$ cat config.mk
export PLATFORM = sky130hd
export DESIGN_NAME = pipeline_hazard_ctrl
export DESIGN_NICKNAME = d
export VERILOG_FILES = /design/src/rtl/pipe_pkg.sv /design/src/rtl/forwarding_unit.sv /design/src/rtl/pipeline_hazard_ctrl.sv
export SDC_FILE = /design/constraint.sdc
export NUM_CORES = 1
export LEC_CHECK = 0
export ABC_AREA = 1
export BUFFER_PORTS_ARGS = -buffer_cell sky130_fd_sc_hd__clkbuf_2
export CORE_MARGIN = 4
export CORE_UTILIZATION = 30
export DETAILED_ROUTE_END_ITERATION = 16
export SYNTH_ARGS = -nofsm -noshare
export SYNTH_HDL_FRONTEND = slang
export SYNTH_SLANG_ARGS = --single-unit
export TNS_END_PERCENT = 50
$ cat constraint.sdc
create_clock -name clk -period 1.98 [get_ports clk]
set_input_delay 0.396 -clock clk [delete_from_list [all_inputs] [get_ports clk]]
set_output_delay 0.396 -clock clk [all_outputs]
set_load 0.02 [all_outputs]
$ cat src/rtl/pipe_pkg.sv
`default_nettype none
// ============================================================================
// Module   : pipe_pkg
// Purpose  : Shared constants and types for the 5-stage MIPS pipeline control
//            (forwarding-select encodings, memory-wait FSM states, opcodes).
// Revision : 1.0 - initial release
// ============================================================================
package pipe_pkg;

  // Default register-address width (32 architectural registers)
  localparam int REG_AW_DEF = 5;

  // ALU operand source selects driven into the EX-stage operand muxes
  localparam logic [1:0] FWD_RF    = 2'b00;
  localparam logic [1:0] FWD_EXMEM = 2'b10;
  localparam logic [1:0] FWD_MEMWB = 2'b01;

  // Data-memory wait sequencer states
  typedef enum logic [1:0] {
    ST_RUN      = 2'd0,
    ST_MEM_WAIT = 2'd1,
    ST_HALT     = 2'd2
  } mem_state_e;

  // Primary opcodes shared with the main control decoder
  localparam logic [5:0] OP_RTYPE = 6'h00;
  localparam logic [5:0] OP_J     = 6'h02;
  localparam logic [5:0] OP_BEQ   = 6'h04;
  localparam logic [5:0] OP_ADDI  = 6'h08;
  localparam logic [5:0] OP_LW    = 6'h23;
  localparam logic [5:0] OP_SW    = 6'h2B;

endpackage
`default_nettype wire

$ cat src/rtl/forwarding_unit.sv
`default_nettype none
// ============================================================================
// Module   : forwarding_unit
// Purpose  : Combinational ALU operand forwarding selects from the MEM and WB
//            shadow registers. The newer result (MEM) wins; $0 never forwards.
// Revision : 1.0 - initial release
// ============================================================================
module forwarding_unit
  import pipe_pkg::*;
#(
  parameter int REG_AW = REG_AW_DEF
) (
  input  logic              i_mem_valid,
  input  logic              i_mem_regwrite,
  input  logic [REG_AW-1:0] i_mem_dst,
  input  logic              i_wb_valid,
  input  logic              i_wb_regwrite,
  input  logic [REG_AW-1:0] i_wb_dst,
  input  logic [REG_AW-1:0] i_ex_rs,
  input  logic [REG_AW-1:0] i_ex_rt,
  output logic [1:0]        o_fwd_a,
  output logic [1:0]        o_fwd_b
);

  logic w_mem_wr;
  logic w_wb_wr;

  // A stage can only forward if it really writes a non-zero register
  assign w_mem_wr = i_mem_valid & i_mem_regwrite & (i_mem_dst != '0);
  assign w_wb_wr  = i_wb_valid  & i_wb_regwrite  & (i_wb_dst  != '0);

  // Per-operand priority select: MEM result is younger than WB result
  always_comb begin
    o_fwd_a = FWD_RF;
    o_fwd_b = FWD_RF;
    if (w_mem_wr && (i_mem_dst == i_ex_rs))     o_fwd_a = FWD_EXMEM;
    else if (w_wb_wr && (i_wb_dst == i_ex_rs))  o_fwd_a = FWD_MEMWB;
    if (w_mem_wr && (i_mem_dst == i_ex_rt))     o_fwd_b = FWD_EXMEM;
    else if (w_wb_wr && (i_wb_dst == i_ex_rt))  o_fwd_b = FWD_MEMWB;
  end

endmodule
`default_nettype wire

$ cat src/rtl/pipeline_hazard_ctrl.sv
`default_nettype none
// ============================================================================
// Module   : pipeline_hazard_ctrl
// Purpose  : Hazard sequencer for the 5-stage MIPS pipeline: load-use stalls,
//            branch flushes, operand forwarding, data-memory wait freezes with
//            timeout halt, and a saturating stall counter.
// Revision : 1.0 - initial release
// ============================================================================
module pipeline_hazard_ctrl
  import pipe_pkg::*;
#(
  parameter int REG_AW      = REG_AW_DEF,
  parameter int MEM_TIMEOUT = 16,
  parameter int CNT_W       = 16
) (
  input  logic              clk,
  input  logic              rst_n,
  input  logic              id_valid,
  input  logic [REG_AW-1:0] id_rs,
  input  logic [REG_AW-1:0] id_rt,
  input  logic              id_uses_rt,
  input  logic [REG_AW-1:0] id_dst,
  input  logic              id_regwrite,
  input  logic              id_memread,
  input  logic              ex_branch_taken,
  input  logic              mem_access,
  input  logic              mem_ready,
  output logic              pc_write,
  output logic              ifid_write,
  output logic              ifid_flush,
  output logic              idex_bubble,
  output logic              stall_all,
  output logic [1:0]        fwd_a,
  output logic [1:0]        fwd_b,
  output logic              mem_err,
  output logic [CNT_W-1:0]  stall_cnt
);

  localparam int              TMO_W    = $clog2(MEM_TIMEOUT + 1);
  localparam logic [TMO_W-1:0] TMO_ONE  = TMO_W'(1);
  localparam logic [TMO_W-1:0] TMO_LAST = TMO_W'(MEM_TIMEOUT - 1);

  // Shadow pipeline
  logic              r_ex_valid, r_ex_regwrite, r_ex_memread;
  logic [REG_AW-1:0] r_ex_rs, r_ex_rt, r_ex_dst;
  logic              r_mem_valid, r_mem_regwrite;
  logic [REG_AW-1:0] r_mem_dst;
  logic              r_wb_valid, r_wb_regwrite;
  logic [REG_AW-1:0] r_wb_dst;

  // Memory-wait sequencer
  mem_state_e        r_state, w_state_nxt;
  logic [TMO_W-1:0]  r_tmo, w_tmo_nxt;
  logic              r_mem_err;
  logic [CNT_W-1:0]  r_stall_cnt;

  logic w_stall, w_halt_set, w_lu, w_lu_eff, w_branch;

  // Load in EX whose destination is read by the instruction in ID
  assign w_lu = id_valid & r_ex_valid & r_ex_memread & (r_ex_dst != '0) &
                ((r_ex_dst == id_rs) | (id_uses_rt & (r_ex_dst == id_rt)));

  // A freeze suppresses branch/lu actions; branch outranks load-use.
  // Gating with rst_n gives reset-value outputs while reset is held.
  assign w_branch = rst_n & ex_branch_taken & ~w_stall;
  assign w_lu_eff = w_lu & ~ex_branch_taken & ~w_stall;

  assign stall_all   = w_stall;
  assign pc_write    = ~w_stall & ~w_lu_eff;
  assign ifid_write  = ~w_stall & ~w_lu_eff;
  assign ifid_flush  = w_branch;
  assign idex_bubble = w_branch | w_lu_eff;
  assign mem_err     = r_mem_err;
  assign stall_cnt   = r_stall_cnt;

  // Memory-wait next state, timeout count and freeze request
  always_comb begin
    w_state_nxt = r_state;
    w_tmo_nxt   = r_tmo;
    w_stall     = 1'b0;
    w_halt_set  = 1'b0;
    case (r_state)
      ST_RUN: begin
        if (mem_access && !mem_ready) begin
          w_stall     = 1'b1;
          w_state_nxt = ST_MEM_WAIT;
          w_tmo_nxt   = TMO_ONE;
        end
      end
      ST_MEM_WAIT: begin
        w_stall = ~mem_ready;
        if (mem_ready) begin
          w_state_nxt = ST_RUN;
          w_tmo_nxt   = '0;
        end else if (r_tmo == TMO_LAST) begin
          w_state_nxt = ST_HALT;
          w_halt_set  = 1'b1;
        end else begin
          w_tmo_nxt = r_tmo + TMO_ONE;
        end
      end
      ST_HALT: begin
        w_stall = 1'b1;
      end
      default: begin
        w_state_nxt = ST_RUN;
        w_tmo_nxt   = '0;
      end
    endcase
    if (!rst_n) w_stall = 1'b0;
  end

  // Sequencer state, sticky error flag and saturating stall counter
  always_ff @(posedge clk or negedge rst_n) begin
    if (!rst_n) begin
      r_state     <= ST_RUN;
      r_tmo       <= '0;
      r_mem_err   <= 1'b0;
      r_stall_cnt <= '0;
    end else begin
      r_state <= w_state_nxt;
      r_tmo   <= w_tmo_nxt;
      if (w_halt_set) r_mem_err <= 1'b1;
      if ((w_stall || w_lu_eff) && (r_stall_cnt != {CNT_W{1'b1}}))
        r_stall_cnt <= r_stall_cnt + 1'b1;
    end
  end

  // Shadow pipeline advance; everything holds while frozen
  always_ff @(posedge clk or negedge rst_n) begin
    if (!rst_n) begin
      r_ex_valid     <= 1'b0;
      r_ex_regwrite  <= 1'b0;
      r_ex_memread   <= 1'b0;
      r_ex_rs        <= '0;
      r_ex_rt        <= '0;
      r_ex_dst       <= '0;
      r_mem_valid    <= 1'b0;
      r_mem_regwrite <= 1'b0;
      r_mem_dst      <= '0;
      r_wb_valid     <= 1'b0;
      r_wb_regwrite  <= 1'b0;
      r_wb_dst       <= '0;
    end else if (!w_stall) begin
      r_ex_valid     <= id_valid & ~idex_bubble;
      r_ex_regwrite  <= id_regwrite;
      r_ex_memread   <= id_memread;
      r_ex_rs        <= id_rs;
      r_ex_rt        <= id_rt;
      r_ex_dst       <= id_dst;
      r_mem_valid    <= r_ex_valid;
      r_mem_regwrite <= r_ex_regwrite;
      r_mem_dst      <= r_ex_dst;
      r_wb_valid     <= r_mem_valid;
      r_wb_regwrite  <= r_mem_regwrite;
      r_wb_dst       <= r_mem_dst;
    end
  end

  forwarding_unit #(
    .REG_AW (REG_AW)
  ) u_fwd (
    .i_mem_valid    (r_mem_valid),
    .i_mem_regwrite (r_mem_regwrite),
    .i_mem_dst      (r_mem_dst),
    .i_wb_valid     (r_wb_valid),
    .i_wb_regwrite  (r_wb_regwrite),
    .i_wb_dst       (r_wb_dst),
    .i_ex_rs        (r_ex_rs),
    .i_ex_rt        (r_ex_rt),
    .o_fwd_a        (fwd_a),
    .o_fwd_b        (fwd_b)
  );

endmodule
`default_nettype wire

==> results of run 1 <==
## power by group through the flow
stage / clock, W / combinational (W) / sequential (W)
2_1_floorplan: 0 / 0.000367 / 0.00147
3_3_place_gp: 0 / 0.000610 / 0.00145
3_5_place_dp: 0 / 0.000621 / 0.00145
4_1_cts: 0.000697 / 0.000660 / 0.00143
5_1_grt: 0.000741 / 0.000791 / 0.00148
6_report: 0.000671 / 0.000703 / 0.00145
## area by class of cell
type / count / share of cell area, %
inverters: 44 / 4.27
clock buffers: 5 / 1.78
well taps: 133 / 4.30
multi-input cells: 288 / 41.6
clock inverters: 3 / 0.646
repair buffers: 68 / 11.1
flip-flops and latches: 56 / 36.4
## worst max-delay path, cell delays in order (launching register included)
cell	delay, ns
sky130_fd_sc_hd__dfrtp_1	0.43
sky130_fd_sc_hd__inv_2	0.07
sky130_fd_sc_hd__buf_4	0.12
sky130_fd_sc_hd__nand4_1	0.13
sky130_fd_sc_hd__nand4_1	0.10
sky130_fd_sc_hd__inv_1	0.06
sky130_fd_sc_hd__nand2_4	0.08
sky130_fd_sc_hd__nand2_4	0.07
sky130_fd_sc_hd__inv_2	0.07
sky130_fd_sc_hd__clkbuf_8	0.14
## metrics by stage
step / hold WS (ns) / area, um^2 / power, W / setup TNS, ns
after floorplan: 0.100 / 3090 / 0.00184 / -0.0895
after global placement: 0.448 / 3530 / 0.00206 / 0
after detailed placement: 0.468 / 3530 / 0.00207 / 0
after CTS: 0.274 / 3740 / 0.00279 / -0.220
after global routing: 0.289 / 3870 / 0.00301 / -0.449
final: 0.274 / 3870 / 0.00282 / -0.00547
## repair_timing
action                                  CTS  global route
pin swaps                                 4            12
resized for setup                        21            32
buffers inserted                          6             3
endpoints found under the setup margin    7             8
## cell usage after synthesis (2+ instances only)
library cell	instances
sky130_fd_sc_hd__buf_2	2
sky130_fd_sc_hd__clkbuf_1	6
sky130_fd_sc_hd__dfrtp_1	56
sky130_fd_sc_hd__ha_1	3
sky130_fd_sc_hd__inv_1	42
sky130_fd_sc_hd__nand2_1	136
sky130_fd_sc_hd__nand2_2	2
sky130_fd_sc_hd__nand3_1	33
sky130_fd_sc_hd__nand4_1	5
sky130_fd_sc_hd__nor2_1	24
sky130_fd_sc_hd__nor2_4	2
sky130_fd_sc_hd__nor3_1	9
sky130_fd_sc_hd__nor4_1	2
sky130_fd_sc_hd__o21ai_0	28
sky130_fd_sc_hd__xnor2_1	18
sky130_fd_sc_hd__xor2_1	17
## worst paths after layout
| path | startpoint | to | slack (ns) | depth (start not counted) |
|---|---|---|---|---|
| min reg2reg | r_wb_valid$_DFFE_PN0P_ | r_wb_valid$_DFFE_PN0P_ | 0.49 | 2 |
| max in group asynchronous | rst_n | r_mem_dst[4]$_DFFE_PN0P_ | 1.17 | 2 |
| max reg2reg | r_tmo[0]$_DFFE_PN0P_ | r_tmo[2]$_DFFE_PN0P_ | 0.23 | 8 |
| min in group asynchronous | rst_n | r_ex_memread$_DFFE_PN0P_ | 0.31 | 2 |
| min | id_dst[3] | r_ex_dst[3]$_DFFE_PN0P_ | 0.27 | 3 |
| max | r_ex_dst[2]$_DFFE_PN0P_ | pc_write | -0.003 | 9 |
## per-layer routing
| layer | GRT usage, % | up-vias |
|---|---|---|
| met5 | 0 | - |
| met4 | 3.56 | 0 |
| met3 | 2.29 | 10 |
| met2 | 22.8 | 45 |
| met1 | 17.3 | 1299 |
| li1 | - | 1380 |
## registers in the layout, indices dropped and copies added (netlist names), 2 cells and up
register	count
r_mem_dst	5
r_ex_rs	5
r_state	2
r_wb_dst	5
r_ex_dst	5
r_tmo	5
stall_cnt	16
r_ex_rt	5
## cell families (layout without fill, tap and decap cells)
logic type | count (synthesis) | count (layout) | share of synthesized area, %
buf+inv | 54 | 120 | 7.03
fa+ha+maj | 3 | 3 | 1.22
flops | 56 | 56 | 45.5
simple gates | 218 | 218 | 30.8
compound gates | 32 | 32 | 5.48
xor+xnor | 35 | 35 | 9.95
==> run summary, run 1 <==
Post-synthesis instance area = 3080 um^2
HP Class = in2reg
Area of the core = 9860 um^2
Setup slack at placement = 0.163 ns
Max-cap viol count = 0
Main flop type after synthesis = sky130_fd_sc_hd__dfrtp_1
Part of the power in the clock network = 23.8%
Avg Vias per Cell = 4.58
Transition at the pin with the smallest max-transition slack = 0.729 ns
Top achievable clock speed = 504 MHz
Startpoint Class = flop
Flop and latch count out of synthesis = 56
Min Clock Period, post-route = 1.98 ns
Total routing usage reported by global routing = 13.3%
Part of the Yosys area used for sequential elements = 45.5%
Required arrival time at the worst endpoint = 1.58 ns
Die span in x = 109 um
Clock latency of the later-clocked register in the worst-skew pair = 0.32 ns
Internal power component = 0.00183 W
Clock root buffer = sky130_fd_sc_hd__clkbuf_8
Top routing layer in use = met4
DP HPWL = 5630 um
Synth Net Count = 425
Failing checks = setup timing
Share of flip-flops with an asynchronous set or reset after synthesis = 100%
Power per Cell Area = 730 nW/um^2
Site Rows = 36
Fraction of synthesized cell area taken by the top area cell type = 45.5%
Post-placement cell count = 580
Detailed-route wire length per cell = 12.7 um
Syn avg cell area = 7.74 um^2
Share of the core filled with cells in the final layout = 39.2%
DRC violation count after routing = 0
Placer congestion estimate = 0.842
Sequential fraction of design power = 51.4%
Clock tree from TritonCTS = done
Yosys warning count = 0
Sort of element at the end of the critical path = output port
Data arrival time at the worst-slack endpoint = 1.59 ns
First-pass GRT wire length = 12800 um
Setup repair after global routing missed its margin = yes
Synth Instances = 398
Met3 layer wire length in the routed design = 259 um
Most common library cell in the layout ignoring fill and taps = sky130_fd_sc_hd__nand2_1
Die height = 109 um
Smallest setup slack after layout = -0.00299 ns
Final instance count without filler cells = 597
Hold Buf Count CTS = 0
Number of pins exceeding their max-slew limit in the final report = 0
Count of H-tree levels built during CTS = 2
Largest net degree at the start of global routing = 57
Largest vdd supply drop = 0.494 mV
Antenna Nets Post-Route = 0
Switching Power = 0.000997 W
Buffers added on ports = 49
Count of final setup violators = 2
Wire length on met1 = 3420 um
Area occupied by registers = 1410 um^2
Die area = 12000 um^2
Antenna violations before repair = 0
GRT Residual Overflow = 0
Number of buffers on the longest clock path = 2
CP Class = reg2out
Number of global-route vias before repair = 2738
Slew margin rel. = 51.4%
Layout overhead on the synthesized area = 25.7%
Leakage dissipation = 1.96 nW
Switching Share = 35.3%
Number of failing hold endpoints at the final stage = 0
Sinks on the clock net = 56
Detailed-route via count = 2734
Final clock period utilization by the worst path = 100%
Total number of nets in the final design = 490
Post-CTS clock slew at the launch and capture registers of the worst setup and hold paths = 0.12 ns
Number of fill cells = 1023
Length of the first detailed-routing pass in iterations = 4
Final worst clock skew = 0.0204 ns
Status = finished with violations
Number of diodes = 0
Most frequent cells in the layout = sky130_fd_sc_hd__nand2_1 (131), sky130_fd_sc_hd__dfrtp_1 (50), sky130_fd_sc_hd__clkbuf_2 (42)
Share of cells above drive strength 1 = 25.6%
Number of synthesized flops with an enable pin = 0
Starting utilization of the core area = 31.2%
Cell accounting for the most synthesized area = sky130_fd_sc_hd__dfrtp_1
DR iter-0 viols = 82
Routed Wire Length = 7570 um
Largest fanout on the critical path = 3
Detailed-routed wire length on met2 = 3790 um
Top-Level Pins = 50
Largest cells by area after synthesis = sky130_fd_sc_hd__dfrtp_1 (45%), sky130_fd_sc_hd__nand2_1 (17%), sky130_fd_sc_hd__nand3_1 (5.4%)
Combined area of the multi-input logic cells = 1610 um^2
Fraction of power consumed by combinational cells = 24.9%
Synth cell types = 29
CTS buffer count = 5
No activity file was read; power rests on OpenSTA's default activity.
==> inputs of run 2 (changes only) <==
--- a/config.mk
+++ b/config.mk
@@ -7,9 +7,11 @@
 export LEC_CHECK = 0
 export ABC_AREA = 1
 export BUFFER_PORTS_ARGS = -buffer_cell sky130_fd_sc_hd__clkbuf_2
+export CORE_ASPECT_RATIO = 1.75
 export CORE_MARGIN = 4
 export CORE_UTILIZATION = 30
 export DETAILED_ROUTE_END_ITERATION = 16
+export RECOVER_POWER = 50
 export SYNTH_ARGS = -nofsm -noshare
 export SYNTH_HDL_FRONTEND = slang
 export SYNTH_SLANG_ARGS = --single-unit
==> run summary, run 2 (synthesis results as in run 1) <==
DR iter-0 viols = 81
Sinks on the clock net = 56
Clock tree from TritonCTS = done
Antenna violations before repair = 0
Site Rows = 48
Antenna Nets Post-Route = 0
Largest fanout on the critical path = 8
Final worst clock skew = 0.00282 ns
Setup repair after global routing missed its margin = yes
Total routing usage reported by global routing = 14.1%
Post-placement cell count = 576
Detailed-route via count = 2795
Final clock period utilization by the worst path = 100%
Hold Buf Count CTS = 0
CP Class = reg2out
Startpoint Class = flop
Number of buffers and inverters on the critical path = 3
Most frequent cells in the layout = sky130_fd_sc_hd__nand2_1 (128), sky130_fd_sc_hd__dfrtp_1 (51), sky130_fd_sc_hd__inv_1 (37), sky130_fd_sc_hd__clkbuf_2 (37), sky130_fd_sc_hd__nand3_1 (31)
Most common library cell in the layout ignoring fill and taps = sky130_fd_sc_hd__nand2_1
Largest net degree at the start of global routing = 57
Required arrival time at the worst endpoint = 1.58 ns
Max-cap viol count = 0
Min Clock Period, post-route = 1.99 ns
Delay of the slowest critical-path stage = 0.42 ns
Avg Vias per Cell = 4.74
Slew margin rel. = 7.56%
Placer congestion estimate = 0.938
Count of final setup violators = 3
Setup slack at placement = 0.0951 ns
Number of global-route vias before repair = 2862
Length of the first detailed-routing pass in iterations = 4
Status = finished with violations
Final instance count without filler cells = 590
CTS buffer count = 5
First-pass GRT wire length = 13600 um
Starting utilization of the core area = 30.9%
Leakage dissipation = 1.96 nW
Failing checks = setup timing
Number of pins exceeding their max-slew limit in the final report = 0
Dominant delay contributor by cell family on the critical path = buffers and inverters
Worst slack on hold paths = 0.306 ns
Buffers added on ports = 49
Routed Wire Length = 8260 um
Number of diodes = 0
Flip-flop count of the largest register after layout = 16
Sort of element at the end of the critical path = output port
Die area = 12000 um^2
Clock latency of the later-clocked register in the worst-skew pair = 0.29 ns
Die height = 142 um
Clock root buffer = sky130_fd_sc_hd__clkbuf_16
Count of H-tree levels built during CTS = 2
DP HPWL = 6270 um
GRT Residual Overflow = 0
Total number of nets in the final design = 491
Share of cells above drive strength 1 = 23.2%
DRC violation count after routing = 0
Top achievable clock speed = 503 MHz
Transition at the pin with the smallest max-transition slack = 1.39 ns
Data arrival time at the worst-slack endpoint = 1.59 ns
Smallest setup slack after layout = -0.00643 ns
Number of buffers on the longest clock path = 2
Top-Level Pins = 50
Post-CTS clock slew at the launch and capture registers of the worst setup and hold paths = 0.07 ns
Detailed-route wire length per cell = 14.0 um
Area of the core = 9970 um^2
Power per Cell Area = 815 nW/um^2
Share of the core filled with cells in the final layout = 39.6%
HP Class = in2reg
Largest vdd supply drop = 0.466 mV
Die span in x = 84.6 um
Layout overhead on the synthesized area = 28.1%
Crit-path slowest cell = sky130_fd_sc_hd__dfrtp_1
Number of failing hold endpoints at the final stage = 0
Cell chain of the critical path = nor2_1 -> o21ai_2 -> nand2_2 -> nand2_4 -> clkinvlp_2 -> buf_6 -> buf_4
-- run 2: cell count changes in the layout (fill, tap and decap cells not counted), moves of 5 or more --
cell	change
sky130_fd_sc_hd__clkbuf_2	-5
sky130_fd_sc_hd__clkbuf_1	+9
sky130_fd_sc_hd__buf_4	-7
sky130_fd_sc_hd__clkbuf_16	+5
sky130_fd_sc_hd__clkbuf_8	-7
-- run 2: layout make-up --
| cell class | instances | area [um^2] |
|---|---|---|
| timing repair buffer | 69 | 472 |
| clock inverter | 2 | 35.0 |
| inverter | 44 | 169 |
| multi-input combinational | 288 | 1580 |
| sequential | 56 | 1410 |
| tap | 125 | 156 |
| fill | 1043 | 6020 |
| clock buffer | 6 | 129 |
-- run 2: timing repair --
action,CTS,global route
setup buffers,3,3
gates resized for setup,26,31
pin swaps,9,15
setup endpoints to repair,9,9
-- run 2: metrics by stage --
step            TNS, ns  cell area [um^2]  power, W
3_5_place_dp          0              3570   0.00215
6_report       -0.00829              3950   0.00321
5_1_grt          -0.609              3950   0.00340
2_1_floorplan   -0.0895              3090   0.00184
3_3_place_gp          0              3570   0.00212
4_1_cts         -0.0650              3840   0.00322
-- run 2: worst reg2reg max path, delay by kind of cell, from the launching register on --
kind / cells / cell delay, ns
buffers and inverters: 2 / 0.18
adders and majority gates: 2 / 0.42
and+or+nand+nor: 3 / 0.52
DFF: 1 / 0.42
AOI/OAI and AO/OA: 1 / 0.17
-- run 2: power by group --
group,leakage (nW),switching [W],total (W),internal [W]
Sequential,0.699,0.000151,0.00143,0.00128
Combinational,1.18,0.000460,0.000777,0.000316
Clock,0.0808,0.000414,0.00101,0.000597
-- run 2: path summary, 6_finish.rpt --
check	depth (start not counted)	startpoint	to	slack, ns
setup / recovery	7	r_state[1]$_DFFE_PN0P_	stall_all	-0.006
hold / removal	3	id_dst[4]	r_ex_dst[4]$_DFFE_PN0P_	0.31
setup reg to reg	8	r_tmo[0]$_DFFE_PN0P_	r_tmo[2]$_DFFE_PN0P_	0.20
hold reg to reg	2	mem_err$_DFFE_PN0P_	mem_err$_DFFE_PN0P_	0.46
max in group asynchronous	2	rst_n	r_mem_dst[3]$_DFFE_PN0P_	0.36
min in group asynchronous	2	rst_n	r_mem_dst[1]$_DFFE_PN0P_	0.69
-- run 2: per-layer routing --
metal	GRT usage [%]	up-vias	share of wire, %
met4	8.42	0	4.6
met3	2.32	24	3.8
li1	-	1389	-
met2	25.8	76	53
met1	15.0	1306	38
met5	0	-	0
==> inputs of run 3 (changes only) <==
--- a/config.mk
+++ b/config.mk
@@ -5,7 +5,6 @@
 export SDC_FILE = /design/constraint.sdc
 export NUM_CORES = 1
 export LEC_CHECK = 0
-export ABC_AREA = 1
 export BUFFER_PORTS_ARGS = -buffer_cell sky130_fd_sc_hd__clkbuf_2
 export CORE_ASPECT_RATIO = 1.75
 export CORE_MARGIN = 4
==> run summary, run 3 <==
Placer congestion estimate = 0.806
Dominant delay contributor by cell family on the critical path = simple AND/OR/NAND/NOR gates
Number of buffers and inverters on the critical path = 1
Share of flip-flops with an asynchronous set or reset after synthesis = 100%
Hold Buf Count CTS = 0
Largest vdd supply drop = 0.602 mV
First-pass GRT wire length = 12800 um
Syn avg cell area = 9.24 um^2
Part of the power in the clock network = 28.7%
Most frequent cell after synthesis = sky130_fd_sc_hd__nand2_1
Post-CTS clock slew at the launch and capture registers of the worst setup and hold paths = 0.07 ns
Fraction of power consumed by combinational cells = 25.8%
Yosys warning count = 0
Share of cells above drive strength 1 = 35.7%
Number of synthesized flops with an enable pin = 0
Site Rows = 47
Detailed-route via count = 2498
Synth Net Count = 339
Number of global-route vias before repair = 2616
Final-layout setup total negative slack = -2.50 ns
Starting utilization of the core area = 30.7%
Detailed-route wire length per cell = 14.8 um
Area of the core = 9410 um^2
Clock root buffer = sky130_fd_sc_hd__clkbuf_16
Wire length on met1 = 2800 um
Slack of the worst reg-to-reg path = -0.15 ns
Sinks on the clock net = 56
Synth cell types = 38
Most used standard cells in the synthesized netlist = sky130_fd_sc_hd__nand2_1 (109), sky130_fd_sc_hd__dfrtp_1 (56), sky130_fd_sc_hd__xor2_1 (23)
Die area = 11300 um^2
Switching Power = 0.000962 W
Number of failing hold endpoints at the final stage = 0
Fraction of synthesized cell area taken by the top area cell type = 48.6%
Largest net degree at the start of global routing = 43
Number of pins exceeding their max-slew limit in the final report = 0
Post-synthesis instance area = 2880 um^2
Data arrival time at the worst-slack endpoint = 1.93 ns
Cell accounting for the most synthesized area = sky130_fd_sc_hd__dfrtp_1
Count of H-tree levels built during CTS = 2
Top achievable clock speed = 430 MHz
Routed Wire Length = 7760 um
Top routing layer in use = met4
DR iter-0 viols = 116
HP Class = in2reg
Clock tree from TritonCTS = done
Met3 layer wire length in the routed design = 318 um
Flop and latch count out of synthesis = 56
Cell chain of the critical path = or4_1 -> o211ai_1 -> or4_4 -> nor4_4 -> buf_4
Failing checks = setup timing
Main flop type after synthesis = sky130_fd_sc_hd__dfrtp_1
Largest fanout on the critical path = 4
Combined area of the multi-input logic cells = 1740 um^2
Smallest setup slack after layout = -0.348 ns
Share of the core filled with cells in the final layout = 43.6%
Required arrival time at the worst endpoint = 1.58 ns
Min Clock Period, post-route = 2.33 ns
Sequential fraction of design power = 45.4%
Clock latency of the later-clocked register in the worst-skew pair = 0.30 ns
Die height = 138 um
Flip-flop count of the largest register after layout = 16
Number of diodes = 0
Count of final setup violators = 19
Buffers added on ports = 49
CP Class = reg2out
DRC violation count after routing = 0
Die span in x = 82.1 um
Most frequent cells in the layout = sky130_fd_sc_hd__nand2_1 (108), sky130_fd_sc_hd__dfrtp_1 (55), sky130_fd_sc_hd__clkbuf_2 (40)
Antenna Nets Post-Route = 0
Length of the first detailed-routing pass in iterations = 7
Total number of nets in the final design = 427
Detailed-routed wire length on met2 = 4520 um
Number of buffers on the longest clock path = 2
Sort of element at the end of the critical path = output port
CTS buffer count = 5
Top-Level Pins = 50
Layout overhead on the synthesized area = 42.3%
Final clock period utilization by the worst path = 118%
Final worst clock skew = 0.00766 ns
Synth Instances = 312
Switching Share = 30.8%
Power per Cell Area = 761 nW/um^2
Transition at the pin with the smallest max-transition slack = 1.06 ns
Status = finished with violations
Area occupied by registers = 1400 um^2
GRT Residual Overflow = 0
Internal power component = 0.00216 W
Part of the Yosys area used for sequential elements = 48.6%
Max-cap viol count = 0
Crit-path slowest cell = sky130_fd_sc_hd__or4_4
Avg Vias per Cell = 4.78
Most common library cell in the layout ignoring fill and taps = sky130_fd_sc_hd__nand2_1
Total routing usage reported by global routing = 14.8%
Number of fill cells = 937
Startpoint Class = flop
DP HPWL = 5780 um
Setup repair after global routing missed its margin = yes
Largest cells by area after synthesis = sky130_fd_sc_hd__dfrtp_1 (49%), sky130_fd_sc_hd__nand2_1 (14%), sky130_fd_sc_hd__xor2_1 (7.0%)
Delay of the slowest critical-path stage = 0.57 ns
Leakage dissipation = 1.98 nW
Slew margin rel. = 29.3%
Antenna violations before repair = 0
## run 3: changes by cell type after synthesis, sizes merged, moves of 6 or more
cell	change
o21ai	-27
nor2	-17
inv	-37
nand3	-25
xor2	+6
nand2	-30
## run 3: cell families after synthesis
| family | count (synthesis) | share of synthesized area, % |
|---|---|---|
| compound gates | 19 | 5.03 |
| mux | 5 | 1.87 |
| flops | 56 | 48.6 |
| fa+ha+maj | 3 | 1.30 |
| xor+xnor | 43 | 13.1 |
| buf+inv | 17 | 2.78 |
| simple gates | 169 | 27.4 |
## run 3: area by class of cell
| class | instances | share of cell area (%) |
|---|---|---|
| multi-input combinational | 239 | 42.4 |
| sequential | 56 | 34.2 |
| tap | 122 | 3.72 |
| timing repair buffer | 92 | 15.6 |
| inverter | 6 | 0.549 |
| clock buffer | 8 | 3.57 |
## run 3: routing by layer
metal / vias up / track usage (%)
met3: 8 / 3.47
met5: - / 0
met2: 49 / 27.8
met1: 1225 / 15.9
met4: 0 / 4.53
li1: 1216 / -
## run 3: metrics by stage
step / power, W / area [um^2] / hold WS [ns] / worst slack, ns / instances
floorplan: 0.00181 / 2930 / 0.100 / -0.0770 / 312
global placement: 0.00210 / 3540 / 0.410 / -0.0591 / 508
detailed placement: 0.00212 / 3540 / 0.410 / -0.0921 / 508
CTS: 0.00314 / 4000 / 0.0932 / -0.388 / 523
global route: 0.00330 / 4100 / 0.308 / -0.436 / 523
finish: 0.00312 / 4100 / 0.302 / -0.348 / 523
## run 3: worst register-to-register path: cells and delay by family, from the launching register on
| kind | cells | cell delay, ns |
|---|---|---|
| buf+inv | 1 | 0.19 |
| compound gates | 1 | 0.27 |
| simple gates | 4 | 0.86 |
| flops | 1 | 0.40 |
| mux | 1 | 0.30 |
## run 3: path summary, 6_finish.rpt
| check | cells past startpoint | start | to |
|---|---|---|---|
| setup / recovery | 5 | r_wb_dst[4]$_DFFE_PN0P_ | fwd_b[0] |
| max in group asynchronous | 2 | rst_n | r_ex_dst[0]$_DFFE_PN0P_ |
| min in group asynchronous | 2 | rst_n | stall_cnt[12]$_DFFE_PN0P_ |
| setup reg to reg | 7 | r_ex_dst[3]$_DFFE_PN0P_ | stall_cnt[1]$_DFFE_PN0P_ |
| hold / removal | 3 | id_regwrite | r_ex_regwrite$_DFFE_PN0P_ |
| hold reg to reg | 1 | mem_err$_DFFE_PN0P_ | mem_err$_DFFE_PN0P_ |
## run 3: power groups by stage
stage / combinational, W / sequential (W) / clock [W]
finish: 0.000806 / 0.00142 / 0.000897
global route: 0.000887 / 0.00144 / 0.000969
CTS: 0.000801 / 0.00142 / 0.000921
detailed placement: 0.000686 / 0.00144 / 0
global placement: 0.000676 / 0.00143 / 0
floorplan: 0.000332 / 0.00148 / 0
## run 3: timing repair
action	in CTS	in global routing
resized for setup	51	29
cloned	0	0
pin swaps	19	17
setup endpoints to repair	14	24
buffers inserted	7	1
